==> src/rtl/cpu_term_pkg.sv <==
// cpu_term_pkg: shared types and helpers for the CPU bus termination sequencer.
//   - state_t : sequencer states (S_RETRY only when CPU_TERM_RETRY_EN is defined)
//   - ERR_*   : completion status codes reported on err
//   - SIZ_*   : 68030 SIZ encoding of bytes remaining in the longword
//   - port_width/term_bytes/lane_mask/siz_enc : termination decode helpers
package cpu_term_pkg;

  typedef enum logic [2:0] {
    S_IDLE, S_ADDR, S_STRB, S_WAIT, S_TERM, S_DONE
`ifdef CPU_TERM_RETRY_EN
    , S_RETRY
`endif
  } state_t;

  localparam logic [1:0] ERR_OK   = 2'b00;
  localparam logic [1:0] ERR_BERR = 2'b01;
  localparam logic [1:0] ERR_TMO  = 2'b10;
  localparam logic [1:0] ERR_ZLEN = 2'b11;

  localparam logic [1:0] SIZ_4 = 2'b00;
  localparam logic [1:0] SIZ_1 = 2'b01;
  localparam logic [1:0] SIZ_2 = 2'b10;
  localparam logic [1:0] SIZ_3 = 2'b11;

  // Port width in bytes from the termination inputs; 0 means no termination.
  // STERM_ always means a 32-bit port.
  function automatic logic [2:0] port_width(input logic sterm_n, input logic [1:0] dsack_n);
    logic [2:0] w;
    w = 3'd0;
    if (!sterm_n) w = 3'd4;
    else begin
      case (dsack_n)
        2'b00:   w = 3'd4;
        2'b01:   w = 3'd2;
        2'b10:   w = 3'd1;
        default: w = 3'd0;
      endcase
    end
    return w;
  endfunction

  // Bytes moved this cycle: min(port - off%port, 4 - off). For a 16-bit port
  // 2 - off[0] never exceeds 4 - off, so the min collapses per width.
  function automatic logic [2:0] term_bytes(input logic [2:0] port, input logic [1:0] off);
    logic [2:0] b;
    case (port)
      3'd4:    b = 3'd4 - {1'b0, off};
      3'd2:    b = off[0] ? 3'd1 : 3'd2;
      default: b = 3'd1;
    endcase
    return b;
  endfunction

  // Lanes off .. off+bytes-1; bytes never runs past lane 3.
  function automatic logic [3:0] lane_mask(input logic [1:0] off, input logic [2:0] bytes);
    logic [4:0] m;
    m = (5'd1 << bytes) - 5'd1;
    return m[3:0] << off;
  endfunction

  // Remaining bytes in the longword, (4 - off) mod 4 in SIZ encoding.
  function automatic logic [1:0] siz_enc(input logic [1:0] off);
    logic [1:0] s;
    case (off)
      2'd0:    s = SIZ_4;
      2'd1:    s = SIZ_3;
      2'd2:    s = SIZ_2;
      default: s = SIZ_1;
    endcase
    return s;
  endfunction

endpackage

==> src/rtl/cpu_sync.sv <==
// cpu_sync: STAGES-deep flop synchroniser for active-low async bus inputs.
//   clk, rst_n : clock, async active-low reset (flops reset to all-ones = negated)
//   d          : asynchronous input vector
//   q          : synchronised output
module cpu_sync #(
  parameter int WIDTH  = 1,
  parameter int STAGES = 2
) (
  input  logic             clk,
  input  logic             rst_n,
  input  logic [WIDTH-1:0] d,
  output logic [WIDTH-1:0] q
);

  logic [STAGES-1:0][WIDTH-1:0] pipe;

  always_ff @(posedge clk or negedge rst_n) begin
    if (!rst_n) pipe <= '1;
    else begin
      pipe[0] <= d;
      for (int i = 1; i < STAGES; i++) pipe[i] <= pipe[i-1];
    end
  end

  assign q = pipe[STAGES-1];

endmodule

==> src/rtl/cpu_term_seq.sv <==
// cpu_term_seq: sequences 68030-style bus transfers of len longwords for the
// DMA master, splitting each longword into port-sized cycles terminated by
// STERM_ (raw), DSACK_[1:0] or BERR_ (both synchronised), with a watchdog.
//   BCLK, CCRESET_        : clock, async active-low reset
//   start, rw, len        : transfer request (accepted only in IDLE)
//   tmo_limit             : watchdog limit in BCLK cycles, 0 = disabled
//   DSACK_, STERM_, BERR_ : bus terminations (active low)
//   AS_, DS_, RW_o        : bus strobes and direction
//   A_lo, SIZ             : byte offset and remaining-size encoding
//   lane_le               : per-byte latch/drive enable, pulses in TERM
//   busy, done, err       : status; err valid with done
// Optional: define CPU_TERM_RETRY_EN to add halt_ and BERR_+HALT retry (max 3).
// Outputs are decoded from registered state so an async reset releases the
// strobes in the same instant.
module cpu_term_seq
  import cpu_term_pkg::*;
#(
  parameter int LEN_W       = 8,
  parameter int SYNC_STAGES = 2,
  parameter int TMO_W       = 8
) (
  input  logic             BCLK,
  input  logic             CCRESET_,
  input  logic             start,
  input  logic             rw,
  input  logic [LEN_W-1:0] len,
  input  logic [TMO_W-1:0] tmo_limit,
  input  logic [1:0]       DSACK_,
  input  logic             STERM_,
  input  logic             BERR_,
`ifdef CPU_TERM_RETRY_EN
  input  logic             halt_,
`endif
  output logic             AS_,
  output logic             DS_,
  output logic             RW_o,
  output logic [1:0]       A_lo,
  output logic [1:0]       SIZ,
  output logic [3:0]       lane_le,
  output logic             busy,
  output logic             done,
  output logic [1:0]       err
);

  state_t           state, nstate;
  logic             rw_q, rw_n;
  logic [LEN_W-1:0] rem, rem_n;
  logic [1:0]       off, off_n;
  logic [2:0]       port_q, port_n;
  logic [TMO_W-1:0] wdog, wdog_n;
  logic [1:0]       err_q, err_n;
  logic [1:0]       dsack_s;
  logic             berr_s;
  logic [2:0]       pw, bytes, off_sum;

  cpu_sync #(.WIDTH(2), .STAGES(SYNC_STAGES)) u_sync_dsack (
    .clk(BCLK), .rst_n(CCRESET_), .d(DSACK_), .q(dsack_s));
  cpu_sync #(.WIDTH(1), .STAGES(SYNC_STAGES)) u_sync_berr (
    .clk(BCLK), .rst_n(CCRESET_), .d(BERR_), .q(berr_s));

`ifdef CPU_TERM_RETRY_EN
  logic       halt_s;
  logic [1:0] retry_cnt, retry_n;
  cpu_sync #(.WIDTH(1), .STAGES(SYNC_STAGES)) u_sync_halt (
    .clk(BCLK), .rst_n(CCRESET_), .d(halt_), .q(halt_s));
`endif

  assign pw      = port_width(STERM_, dsack_s);
  assign bytes   = term_bytes(port_q, off);
  assign off_sum = {1'b0, off} + bytes;

  always_ff @(posedge BCLK or negedge CCRESET_) begin
    if (!CCRESET_) begin
      state  <= S_IDLE;
      rw_q   <= 1'b1;
      rem    <= '0;
      off    <= '0;
      port_q <= '0;
      wdog   <= '0;
      err_q  <= ERR_OK;
`ifdef CPU_TERM_RETRY_EN
      retry_cnt <= '0;
`endif
    end else begin
      state  <= nstate;
      rw_q   <= rw_n;
      rem    <= rem_n;
      off    <= off_n;
      port_q <= port_n;
      wdog   <= wdog_n;
      err_q  <= err_n;
`ifdef CPU_TERM_RETRY_EN
      retry_cnt <= retry_n;
`endif
    end
  end

  always_comb begin
    nstate = state;
    rw_n   = rw_q;
    rem_n  = rem;
    off_n  = off;
    port_n = port_q;
    wdog_n = wdog;
    err_n  = err_q;
`ifdef CPU_TERM_RETRY_EN
    retry_n = retry_cnt;
`endif
    case (state)
      S_IDLE: begin
        if (start) begin
          if (len == '0) begin
            err_n  = ERR_ZLEN;
            nstate = S_DONE;
          end else begin
            rw_n   = rw;
            rem_n  = len;
            off_n  = '0;
            wdog_n = '0;
            nstate = S_ADDR;
          end
        end
      end
      S_ADDR: nstate = S_STRB;
      S_STRB: nstate = S_WAIT;
      S_WAIT: begin
        // BERR_ > STERM_ > DSACK_; any termination beats the watchdog.
        if (!berr_s) begin
`ifdef CPU_TERM_RETRY_EN
          if (!halt_s && retry_cnt != 2'd3) begin
            retry_n = retry_cnt + 2'd1;
            nstate  = S_RETRY;
          end else begin
            err_n  = ERR_BERR;
            nstate = S_DONE;
          end
`else
          err_n  = ERR_BERR;
          nstate = S_DONE;
`endif
        end else if (pw != 3'd0) begin
          port_n = pw;
          nstate = S_TERM;
        end else begin
          wdog_n = wdog + 1'b1;
          if (tmo_limit != '0 && wdog_n == tmo_limit) begin
            err_n  = ERR_TMO;
            nstate = S_DONE;
          end
        end
      end
      S_TERM: begin
        wdog_n = '0;
`ifdef CPU_TERM_RETRY_EN
        retry_n = '0;
`endif
        off_n = off_sum[1:0];
        // off_sum[2] means the longword is complete; rem is nonzero here.
        if (off_sum[2]) rem_n = rem - 1'b1;
        if (rem_n != '0 || off_n != '0) nstate = S_ADDR;
        else begin
          err_n  = ERR_OK;
          nstate = S_DONE;
        end
      end
      S_DONE: begin
        off_n  = '0;
        wdog_n = '0;
        nstate = S_IDLE;
      end
`ifdef CPU_TERM_RETRY_EN
      S_RETRY: begin
        // Re-run the same cycle (off/rem untouched) once BERR_ and HALT drop.
        wdog_n = '0;
        if (berr_s && halt_s) nstate = S_ADDR;
      end
`endif
      default: nstate = S_IDLE;
    endcase
  end

  assign AS_     = !(state == S_ADDR || state == S_STRB || state == S_WAIT);
  assign DS_     = !(state == S_STRB || state == S_WAIT);
  assign RW_o    = (state == S_ADDR || state == S_STRB || state == S_WAIT ||
                    state == S_TERM) ? rw_q : 1'b1;
  assign A_lo    = off;
  assign SIZ     = siz_enc(off);
  assign lane_le = (state == S_TERM) ? lane_mask(off, bytes) : 4'b0000;
  assign busy    = (state != S_IDLE);
  assign done    = (state == S_DONE);
  assign err     = err_q;

endmodule

==> config.mk <==
export PLATFORM = sky130hd
export DESIGN_NAME = cpu_term_seq
export DESIGN_NICKNAME = d
export VERILOG_FILES = /design/src/rtl/cpu_term_pkg.sv /design/src/rtl/cpu_sync.sv /design/src/rtl/cpu_term_seq.sv
export SDC_FILE = /design/constraint.sdc
export NUM_CORES = 1
export LEC_CHECK = 0
export BUFFER_PORTS_ARGS = -buffer_cell sky130_fd_sc_hd__buf_2
export CORE_MARGIN = 3
export CORE_UTILIZATION = 50
export CTS_CLUSTER_DIAMETER = 30
export DETAILED_ROUTE_END_ITERATION = 16
export PLACE_DENSITY = 0.73
export SKIP_CTS_REPAIR_TIMING = 1
export SYNTH_ARGS = -nofsm -noshare
export SYNTH_HDL_FRONTEND = slang
export SYNTH_SLANG_ARGS = --single-unit
export TNS_END_PERCENT = 30
==> constraint.sdc <==
create_clock -name BCLK -period 6 [get_ports BCLK]
set_input_delay 0.6 -clock BCLK [delete_from_list [all_inputs] [get_ports BCLK]]
set_output_delay 0.6 -clock BCLK [all_outputs]
set_load 0.005 [all_outputs]
==> Word-level counts from Yosys, hierarchy flattened <==
Cells that the tools add are included.
{ "word_totals": {"input_bits": 24, "word_cells": 103, "out_inout_bits": 15, "regBits": 33} }
{ "op_classes": {"n_mux": 34, "add_sub_neg": 5, "n_bitwise": 1, "reduce_logical": 29, "n_shift": 2, "n_eq_ne": 21} }
{ "op_table": {"columns": ["op", "n"], "rows": [
  ["$mux 8", 8],
  ["$pmux 8 s3", 1],
  ["$mux 3", 7],
  ["$mux 2", 9],
  ["$pmux 2 s3", 3],
  ["$pmux 8 s2", 1],
  ["$reduce_bool 8->1", 2],
  ["$pmux 3 s5", 1],
  ["$reduce_bool 3->1", 5],
  ["$reduce_and 3->1", 4],
  ["$ne 2x2->1 const B", 5],
  ["$eq 3x2->1 const B", 3],
  ["$eq 3x3->1 const B", 3],
  ["$pmux 3 s3", 1],
  ["$add 8x1->8 const B", 1],
  ["$eq 8x8->1", 1],
  ["$logic_not 8->1", 1],
  ["$sub 8x1->8 const B", 1],
  ["$ne 3x3->1 const B", 2],
  ["$pmux 3 s2", 1],
  ["$reduce_and 6->1", 1],
  ["$logic_or 1x1->1", 5],
  ["$reduce_and 5->1", 1],
  ["$eq 2x1->1 const B", 2],
  ["other kinds (19)", 23]
]} }

==> Depth between registers and ports, before layout <==
{ "logic_depth": {"word_depth": 9, "depth_mapped": 11} }

==> Cells and area by module <==
Synthesis repeated with hierarchy kept, for this count alone.
{ "hier_totals": {"cells_unflattened": 248, "hier_area_um2": 2208.4} }
{ "modules_own_cells": {"columns": ["module", "area_per_inst_um2", "cells_each", "instances"], "rows": [
  ["cpu_term_seq", 2035.7, 240, 1],
  ["cpu_sync at u_sync_dsack", 120.1, 6, 1],
  ["cpu_sync at u_sync_berr", 52.6, 2, 1]
]} }

==> Worst setup path before layout <==
No wires, ideal clock.
{ "synth_timing": {"path_kind": "reg2reg", "start": "register off[0] (netlist: A_lo[0])", "end": "register err_q[1] (netlist: err[1])", "path_stages_with_launch": 12, "required_time_ps": 5875, "slack_ps": 2961, "setup_time_ps": 125, "arrival_time_ps": 2914, "cell_sequence": "dfrtp_1 -> inv_1 -> ha_1 -> nand3b_1 -> a21oi_1 -> fa_1 -> xor2_4 -> nand2_2 -> a221o_1 -> o31ai_4 -> o21ai_2 -> mux2_4"} }
{ "synth_via": {"elab_chain_cells": 9, "word_cells_on_any_way": 11, "classes_between": "2 x add/sub; 1 x eq/ne; 4 x mux; 4 x reduce/logical"} }
{ "synth_lines": {"columns": ["item", "line", "source"], "rows": [
  ["start, declared", "cpu_term_seq.sv:48", "logic [1:0] off, off_n;"],
  ["start signal, assigned", "cpu_term_seq.sv:88", "off <= off_n;"],
  ["$sub 3x2->3 or $mux 2 (tied branches)", "cpu_term_pkg.sv:47, cpu_term_pkg.sv:48", null],
  ["$pmux 3 s2", "cpu_term_pkg.sv:46", "case (port)"],
  ["$add 2x3->3 *", "cpu_term_seq.sv:70", "assign off_sum = {1'b0, off} + bytes;"],
  ["$mux 8", "cpu_term_seq.sv:159", "if (off_sum[2]) rem_n = rem - 1'b1;"],
  ["$mux 8", "cpu_term_seq.sv:109", "case (state)"],
  ["$reduce_bool 8->1", "cpu_term_seq.sv:160", "if (rem_n != '0 || off_n != '0) nstate = S_ADDR;"],
  ["$logic_or 1x1->1 *", "cpu_term_seq.sv:160", null],
  ["$ne 2x2->1 (no line) *", null, null],
  ["$reduce_and 6->1 (no line) *", null, null],
  ["end signal, assigned", "cpu_term_seq.sv:91", "err_q <= err_n;"],
  ["end, declared", "cpu_term_seq.sv:51", "logic [1:0] err_q, err_n;"]
]} }
Mark *: on every way between the ends. The rest lies on a longest branch, timed or not. The select of a mux whose other input is x is not followed.
A chain may end at the register's enable or synchronous reset.

==> Worst setup path after layout <==
Same ends and word-level chain as after synthesis.

==> qor.csv <==
metric,value,unit
Crit. End Element,flop,
first-pass GRT wire length,8200,um
Yosys top cell by area,dfrtp_1,
mean post-synth cell area,8.79,um2
Worst VDD drop,0.235,mV
mapped cell area,0.00222,mm2
row cnt,23,
Clock Pin Slew Worst Setup and Hold Paths,0.06,ns
"Seq/Total Area, Yosys",0.375,
worst slew pin tran,0.770,ns
Die Width,72.7,um
Synth area leaders,"dfrtp_1 (29%), dfstp_2 (8.3%), o21ai_0 (4.7%), nor2_1 (4.4%), ha_1 (3.4%)",
Netlist cell types,59,
RSZ-0062 raised after global routing,no,
post-detail-place hpwl,3740,um
port buffer count,38,
Syn Inst Count,253,
commonest cells in the netlist,"dfrtp_1 (26), nor2_1 (26), o21ai_0 (21), nand2_1 (20), nor3_1 (10)",
largest net degree at the start of global routing,34,
wl on met1,2510,um
Finish-stage setup viols,0,
CP max-delay cell,dfrtp_1,
Critical Path Source Type,flop,
part of the cycle the worst path needs,0.549,
clk_lat worst skew,0.28,ns
Layout Skew,0.00288,ns
slew margin rel.,0.486,
full die area,0.00528,mm2
met3 wire len,238,um
Pre-antenna DRT Iters,4,
R2R Path Start,A_lo[0],
"slowest stage delay, CP",0.51,ns
"flops & latches, synth",33,
First DRT Iteration DRCs,116,
DRC errors left,0,
CTS sink cnt,33,
Top Ports,39,
via count,1981,
total core area,0.00414,mm2
antenna cell count,0,
Lkg Pwr,1.09,nW
initial antenna violation count,0,
Mapped Nets,284,
CTS tree,done,
Final Max Tran Viols,0,
setup_tns,0,ns
Hold Path Class,flop to flop,
Post-synth EDFFs,0,
CP Buf/Inv Count,1,
Synth top area share,0.293,
outcome,completed,
layout cell share with drive strength beyond 1,0.236,
grt total ovfl,0,
vias in the first global route,1739,
"CP delay by family, top",compound AO/OA/AOI/OAI gates,
MaxCap Viol Count,0,
"Min Clock Period, post-route",3.29,ns
Nets,318,
Crit. Startpoint,A_lo[0],
Max H-tree Level,2,
die height,72.7,um
top sig layer,met4,
Worst EP required,6.17,ns
Starting Density,0.537,
post-route ant nets,0,
final wirelength,5020,um
Clock Path Buffers,2,
Critical Path AT,3.46,ns
Async SR Flop Fraction,1.00,
drt wl/cell,14.9,um
Synth warnings,0,
GRT Resource Usage Total,0.197,
clock root buffer master,clkbuf_8,
worst hold start,u_sync_dsack.pipe[1],
final hold violations,0,
worst-path cell chain,inv_1 -> ha_1 -> nand3b_1 -> a21oi_1 -> fa_1 -> nor4_1 -> nand2_1 -> a221o_1 -> o31ai_4 -> o21ai_2 -> mux2_4,
worst-path fanout max,9,
Pwr Density,415,mW/mm2
CTS buffer count,5,
Final Util,0.611,
synthesis-to-finish area growth,14.0,%
post-DR vias/cell,5.86,
fmax,304,MHz
GPL Wtd Cong,0.956,
"Primary FF master, synth",dfrtp_1,
met2 wire len,2200,um
WS Path Type,flop to flop,
## where the power goes
part	internal (mW)	leakage, nW	total (mW)	switching (mW)
logic	0.222	0.630	0.488	0.266
registers	0.290	0.407	0.383	0.0937
clock network	0.104	0.0542	0.180	0.0767
total	0.616	1.09	1.05	0.436
## final cells by class
class,count,area (um2)
clock inverters,1,5.00
repair buffers,39,198
well taps,50,62.6
inverters,9,33.8
clock buffers,7,96.3
fillers,379,1610
flip-flops and latches,33,835
multi-input cells,199,1300
## per-stage QoR
step           setup WS (ns)  area [um2]  power (mW)  std cells  hold slack (ns)
3_3_place_gp            2.85        2430       0.860        330            0.347
5_1_grt                 2.42        2530        1.13        338            0.363
4_1_cts                 2.70        2530        1.06        338            0.356
3_5_place_dp            2.71        2430       0.870        330            0.347
2_1_floorplan           2.96        2220       0.728        253            0.304
6_report                2.71        2530        1.05        338            0.355
## cell usage in the layout, fill, tap and decap left out, types with 4 or more instances in the layout
cell type,synthesis,layout
and3_1,4,4
buf_2,5,38
clkbuf_8,0,7
o22ai_1,5,5
xnor2_1,6,6
o21ai_0,21,21
dfrtp_1,26,26
nand2_1,20,20
or2_2,4,4
a22oi_1,4,4
dfstp_2,7,7
or3_1,4,4
nor2_1,26,26
a21oi_1,8,8
a31oi_1,4,4
nand2b_1,6,6
nand3_1,7,7
nor4_1,6,6
ha_1,6,6
nor3_1,10,10
inv_1,9,9
## worst paths after layout
check | to | slack, ns | cells after the start
max | err[1] | 2.71 | 11
min | u_sync_dsack.q[1] | 0.36 | 0
max reg2reg | err[1] | 2.71 | 11
min reg2reg | u_sync_dsack.q[1] | 0.36 | 0
max in group asynchronous | wdog[6] | 5.17 | 1
min in group asynchronous | wdog[7] | 0.38 | 1
## sequential cells by signal, indices dropped and copies added, names as in the netlist
name and flops:
state 3, rw_q 1, u_sync_berr.q 1, A_lo 2, u_sync_dsack.pipe 2, u_sync_dsack.q 2, u_sync_berr.pipe 1, err 2
wdog 8, rem 8, port_q 3
## cell families (layout without fill, tap and decap cells)
logic type                 after synthesis  after routing  share of synthesized area
adders and majority gates                8              8                     0.0473
muxes                                    3              3                     0.0163
AOI/OAI and AO/OA                       71             71                      0.217
and+or+nand+nor                        106            106                      0.250
buffers and inverters                   21             56                     0.0383
DFF                                     33             33                      0.375
xor gates and xnor gates                11             11                     0.0552
## per-layer routing
metal / global-route usage / vias to the layer above
met5: 0 / -
met4: 0.0553 / 0
met3: 0.0441 / 9
met2: 0.292 / 52
met1: 0.289 / 922
li1: - / 998
Note: power is estimated with default switching activity, not from simulation.
